--- src/rtl/sipo.sv ---
// Serial-in/parallel-out deserializer with word-boundary realignment and a valid/ready output port.
// Optional macro SIPO_OVERRUN_DETECT_EN: drop words that arrive while the output is stalled and flag overrun_o.
module sipo #(
    parameter int    DATA_WIDTH   = 8,
    parameter string DO_MSB_FIRST = "FALSE"
) (
    input  logic                  clk_i,
    input  logic                  s_rst_i,
    input  logic                  enable_i,
    input  logic                  align_i,
    input  logic                  data_i,
    output logic [DATA_WIDTH-1:0] data_o,
    output logic                  valid_o,
    input  logic                  ready_i,
    output logic                  overrun_o
);

    localparam int                CNT_W     = $clog2(DATA_WIDTH);
    localparam bit                MSB_FIRST = (DO_MSB_FIRST == "TRUE");
    localparam logic [CNT_W-1:0]  LAST_POS  = CNT_W'(DATA_WIDTH - 32'sd1);

    typedef enum logic [0:0] {
        IDLE  = 1'b0,
        SHIFT = 1'b1
    } state_t;

    state_t                  state_r;
    state_t                  next_state_s;
    logic [DATA_WIDTH-1:0]   shift_r;
    logic [DATA_WIDTH-1:0]   shift_s;
    logic [CNT_W-1:0]        cnt_r;
    logic [CNT_W-1:0]        cnt_s;
    logic [CNT_W-1:0]        pos_s;
    logic                    take_s;
    logic                    complete_s;
    logic [DATA_WIDTH-1:0]   data_r;
    logic [DATA_WIDTH-1:0]   data_s;
    logic                    valid_r;
    logic                    valid_s;
    logic                    stall_s;

    // Word bit that receives serial position pos, mirroring the serializer's bit order.
    function automatic logic [CNT_W-1:0] bit_index(input logic [CNT_W-1:0] pos);
        if (MSB_FIRST) begin
            return LAST_POS - pos;
        end else begin
            return pos;
        end
    endfunction

    // Next-state, shift-register and bit-counter logic.
    always_comb begin
        next_state_s = state_r;
        shift_s      = shift_r;
        cnt_s        = cnt_r;
        pos_s        = '0;
        take_s       = 1'b0;
        complete_s   = 1'b0;
        case (state_r)
            IDLE: begin
                if (enable_i && align_i) begin
                    take_s       = 1'b1;
                    next_state_s = SHIFT;
                end else begin
                    next_state_s = IDLE;
                end
            end
            SHIFT: begin
                if (enable_i) begin
                    take_s = 1'b1;
                    pos_s  = align_i ? '0 : cnt_r;
                end else begin
                    take_s = 1'b0;
                end
            end
            default: begin
                next_state_s = IDLE;
            end
        endcase

        if (take_s) begin
            // Position 0 starts a fresh word, so any partial word is discarded here.
            if (pos_s == '0) begin
                shift_s = '0;
            end else begin
                shift_s = shift_r;
            end
            shift_s[bit_index(pos_s)] = data_i;
            if (pos_s == LAST_POS) begin
                complete_s = 1'b1;
                cnt_s      = '0;
            end else begin
                cnt_s = pos_s + CNT_W'(32'd1);
            end
        end else begin
            cnt_s = cnt_r;
        end
    end

    assign stall_s = valid_r && !ready_i;

    // Output-port update: load on completion, clear on a transfer without a new word.
    always_comb begin
        data_s  = data_r;
        valid_s = valid_r;
        if (complete_s) begin
            if (!stall_s) begin
                data_s  = shift_s;
                valid_s = 1'b1;
            end else begin
`ifdef SIPO_OVERRUN_DETECT_EN
                data_s  = data_r;
                valid_s = 1'b1;
`else
                data_s  = shift_s;
                valid_s = 1'b1;
`endif
            end
        end else if (valid_r && ready_i) begin
            valid_s = 1'b0;
        end else begin
            valid_s = valid_r;
        end
    end

    // State, datapath and output registers.
    always_ff @(posedge clk_i) begin
        if (s_rst_i) begin
            state_r <= IDLE;
            shift_r <= '0;
            cnt_r   <= '0;
            data_r  <= '0;
            valid_r <= 1'b0;
        end else begin
            state_r <= next_state_s;
            shift_r <= shift_s;
            cnt_r   <= cnt_s;
            data_r  <= data_s;
            valid_r <= valid_s;
        end
    end

`ifdef SIPO_OVERRUN_DETECT_EN
    logic overrun_r;

    // Sticky overrun flag: set when a completed word is dropped, cleared only by reset.
    always_ff @(posedge clk_i) begin
        if (s_rst_i) begin
            overrun_r <= 1'b0;
        end else if (complete_s && stall_s) begin
            overrun_r <= 1'b1;
        end else begin
            overrun_r <= overrun_r;
        end
    end

    assign overrun_o = overrun_r;
`else
    assign overrun_o = 1'b0;
`endif

    assign data_o  = data_r;
    assign valid_o = valid_r;

endmodule
--- config.mk ---
export PLATFORM = sky130hd
export DESIGN_NAME = sipo
export DESIGN_NICKNAME = d
export VERILOG_FILES = /design/src/rtl/sipo.sv
export SDC_FILE = /design/constraint.sdc
export NUM_CORES = 1
export LEC_CHECK = 0
export BUFFER_PORTS_ARGS = -buffer_cell sky130_fd_sc_hd__buf_2
export CORE_MARGIN = 1
export CORE_UTILIZATION = 40
export CTS_CLUSTER_SIZE = 16
export DETAILED_ROUTE_END_ITERATION = 8
export MAX_ROUTING_LAYER = met4
export SETUP_SLACK_MARGIN = 0.02
export SYNTH_ARGS = -nofsm -noshare
export SYNTH_HDL_FRONTEND = slang
export SYNTH_SLANG_ARGS = --single-unit
--- constraint.sdc ---
create_clock -name clk_i -period 2.15 [get_ports clk_i]
set_input_delay 0.215 -clock clk_i [delete_from_list [all_inputs] [get_ports clk_i]]
set_output_delay 0.215 -clock clk_i [all_outputs]
set_load 0.05 [all_outputs]
### Word-level counts from Yosys, hierarchy flattened

Cells that the tools add are included.

* register bits after elaboration: 21
* bits of input ports: 6
* output and inout port bits: 10

* add/subtract/negate cells: 1
* magnitude comparators: 2
* equal/unequal tests: 1
* mux-type cells: 19
* bitwise logic cells: 1
* reduce and logical (&&, ||, !) cells: 5

Operators by type and width (number)
* $mux 8: 3
* $mux 3: 5
* $bwmux 8: 1
* $mux 1: 8
* $lt 3x4->1 const B: 1
* $add 3x1->3 const B: 1
* $demux 1 s3: 1
* $eq 3x3->1 const B: 1
* $ge 3x1->1 const B: 1
* $logic_and 1x1->1: 3
* $logic_not 3->1: 1
* $pmux 1 s2: 1
* $reduce_bool 2->1: 1
* $not 1->1: 1

### Depth between registers and ports, before layout

* word-level depth: 10
* depth in mapped cells: 11
* gate-level depth less buffers: 10

### Worst setup path before layout

OpenSTA, ideal clock, no wires.

* kind: reg-to-reg
* start: register state_r
* end: register data_r[0], in the netlist data_o[0]
* setup time: 0.091 ns
* data arrival time: 1.639 ns
* required time: 2.059 ns
* setup slack: 0.420 ns
* cell stages (with the launch flop): 11
* period minus slack after synthesis: 1.730 ns
* cells stage by stage: dfxtp_1 -> nand2_1 -> nor2_1 -> nand2_1 -> inv_1 -> ha_1 -> ha_1 -> o211a_1 -> buf_2 -> nor2_1 -> a311oi_1

* word-level cells in the longest chain between the ends: 8
* elaborated cells between the ends (all ways): 17
* classes of those cells: order compare (2); eq/ne (1); mux (11); bitwise (1); reduce/logical (2)

RTL lines
* start, declared: RTL line 27 `state_t state_r;`
* start signal, assigned: RTL line 135 `state_r <= next_state_s;`
* $mux 3: RTL line 59 `case (state_r)`
* $mux 3: RTL line 81 `if (take_s) begin`
* $lt 3x4->1 (not written as such) / $ge 3x1->1 (equally long branches): RTL line 88 `shift_s[bit_index(pos_s)] = data_i;`
* $logic_and 1x1->1 (not written as such): RTL line 88
* $mux 1 (not written as such): RTL line 88
* $demux 1 s3: RTL line 88
* $bwmux 8: RTL line 88
* $mux 8: RTL line 81
* end signal, assigned: RTL line 138 `data_r <= data_s;`
* end, declared: RTL line 36 `logic [DATA_WIDTH-1:0] data_r;`

Several ways; a longest one is shown, not always the timed one. The select of a mux whose other input is x is not followed.
A chain may end at the register's enable or synchronous reset.

### Final worst setup path

* start: register cnt_r[1]
* end: register data_r[1], in the netlist data_o[1]

* word-level cells in the longest chain between the ends: 10
* elaborated cells between the ends (all ways): 17
* classes of those cells: order compare (2); eq/ne (1); mux (12); reduce/logical (2)

RTL lines
* start, declared: RTL line 31 `logic [CNT_W-1:0] cnt_r;`
* start signal, assigned: RTL line 137 `cnt_r <= cnt_s;`
* $mux 3 *: RTL line 71 `pos_s = align_i ? '0 : cnt_r;`
* $mux 3 *: RTL line 69 `if (enable_i) begin`
* $mux 3 *: RTL line 59
* $mux 3: RTL line 81
* $lt 3x4->1 (not written as such) / $ge 3x1->1 (equally long branches): RTL line 88
* $logic_and 1x1->1 (not written as such): RTL line 88
* $mux 1 (not written as such): RTL line 88
* $demux 1 s3: RTL line 88
* $bwmux 8: RTL line 88
* $mux 8: RTL line 81

Mark *: on every way between the ends. The rest lies on a longest branch, timed or not. The select of a mux whose other input is x is not followed.

==> results.json <==
{
  "status": "finished clean",
  "nets": 147,
  "p_leak_nw": 0.487,
  "rows": 18,
  "drv_cap": 0,
  "dp_hpwl_mm": 1.52,
  "cp-start-kind": "flip-flop",
  "area_growth_pct": 10.5,
  "cp_max_fo": 12,
  "initial_utilization_pct": 42.1,
  "timing.fmax_ghz": 0.532,
  "synth.top_cells.by_area": "dfxtp_1 (41%), nand2_1 (6.5%), nor2_1 (5.4%)",
  "hold_path.class": "in -> reg",
  "viasPerCell": 5.44,
  "async_reset_ff_share_pct": 0,
  "die_height_um": 52.8,
  "antenna_found_initial": 0,
  "syn_inst": 125,
  "final.min_clock_period_ns": 1.88,
  "fin_worst_skew_ns": 0.00106,
  "path_class": "reg -> reg",
  "crit_path_end_kind": "flip-flop",
  "n_antenna_cell": 0,
  "clkLatencyLatePin_ns": 0.31,
  "tns_ns": 0,
  "yosysTopAreaCell": "dfxtp_1",
  "critPathRequiredTime_ns": 2.40,
  "core_area_um2": 2450,
  "synth_most_common_cell": "dfxtp_1",
  "io-pin-count": 16,
  "final_antenna_net_count": 0,
  "avgSynthCellArea_um2": 8.27,
  "grt_pass1_wl_mm": 3.53,
  "postCtsHoldBufs": 0,
  "syn-cell-area_um2": 1030,
  "cts_sinks": 21,
  "fin_crit_sh_pct": 87.5,
  "dr.pass1.iters": 4,
  "seq_area_frac_synth_pct": 40.7,
  "cts_tree": "done",
  "yosysTopAreaCellShare_pct": 40.7,
  "wire_per_inst_um": 12.8,
  "ys_ff_latch": 21,
  "drt_iter0_drc": 13,
  "grt_pass1_vias": 773,
  "drc_errors": 0,
  "synth_edf_count": 0,
  "worst_hold_slack_ns": 0.151,
  "ir_worst_vdd_mv": 0.492,
  "ys_warn_count": 0,
  "fillCellCount": 252,
  "cts_setup_buffers": 0,
  "timing.critical_path.arrival_ns": 2.13,
  "cts-root-buf": "clkbuf_4",
  "post_cts_resized": 0,
  "hold_viol": 0,
  "portBuffers": 14,
  "num_vias": 909,
  "clkTransAtPathRegs_ns": 0.11,
  "fp.dieW_um": 52.8,
  "htreeDepth": 1,
  "final_max_slew_viol_count": 0,
  "ys_types": 37,
  "grt_max_degree": 21,
  "wirelength_mm": 2.13,
  "clockBufferDepth": 2,
  "ys_top_cells_by_count": "dfxtp_1 (21), nand2_1 (18), nor2_1 (15)",
  "gp_congestion": 0.792,
  "rsz0062_at_grt": "false",
  "synth-main-ff-cell": "dfxtp_1",
  "cts_buffers": 3,
  "overflow": 0,
  "finalSetupViolCount": 0,
  "dieArea_um2": 2790,
  "grt_usage_pct": 17.9,
  "syn_nets": 134,
  "drive_above_1_share_pct": 18.2,
  "p_per_area_nw_per_um2": 568
}
## registers in the layout (all words and copies together) (netlist names)
| signal | flops |
|---|---|
| data_o | 8 |
| shift_r | 8 |
| state_r | 1 |
| valid_o | 1 |
| cnt_r | 3 |
## path summary, 6_finish.rpt
path	cells after the start	to	slack (ns)	start
worst max register to register	8	data_o[1]	0.27	cnt_r[1]
worst min-delay path	3	valid_o	0.15	ready_i
worst max-delay path	8	data_o[1]	0.27	cnt_r[1]
worst min register to register	2	valid_o	0.48	valid_o
## area by class of cell
class	count	area, um2	area share, %
well taps	30	37.5	3.29
flip-flops and latches	21	420	36.8
repair buffers	16	85.1	7.45
multi-input cells	93	557	48.7
inverters	3	16.3	1.42
clock buffers	4	26.3	2.30
## through the flow
stage | util [%] | power [mW] | area (um2) | worst slack, ns | instances
finish | 46.5 | 0.649 | 1140 | 0.269 | 167
global route | 46.5 | 0.675 | 1140 | 0.0884 | 167
CTS | 46.5 | 0.652 | 1140 | 0.278 | 167
detailed placement | 45.5 | 0.462 | 1120 | 0.199 | 163
global placement | 45.5 | 0.461 | 1120 | 0.268 | 163
floorplan | - | 0.446 | 1030 | 0.420 | 125
## placed cells by master (no fill, tap or decap), types with 3 or more instances in the layout
master,count
ha_1,3
clkbuf_4,3
o21ai_0,4
a21oi_1,9
nor2_1,15
dfxtp_1,21
buf_2,14
nand3_1,11
a311oi_1,4
nand2_1,18
## logic make-up after synthesis
family / Yosys count / synth area share (%)
DFF: 21 / 40.7
buffers and inverters: 11 / 5.45
other: 1 / 0.363
adders and majority gates: 3 / 3.63
AOI/OAI and AO/OA: 33 / 22.3
and+or+nand+nor: 56 / 27.6
## per-layer routing
metal | vias up | routed length, um | global-route usage, %
met1 | 409 | 1030 | 23.3
li1 | 474 | - | -
met4 | 0 | 28 | 5.26
met3 | 4 | 114 | 5.80
met2 | 22 | 956 | 26.4
met5 | - | 0 | -
## power breakdown
group	leakage [nW]	internal [mW]	switching, mW
combinational	0.302	0.0181	0.0404
clock	0.0150	0.0727	0.124
sequential	0.170	0.393	0.00180
total	0.487	0.484	0.166
## critical path, stage by stage (launching register included)
cell and delay, ns:
dfxtp_1 0.53, nand2_1 0.13, inv_1 0.08, ha_1 0.14, ha_1 0.15, o211a_1 0.37
nand2_1 0.13, a2bb2oi_1 0.14, o22ai_1 0.15
Power figures use the tool's default switching activity.
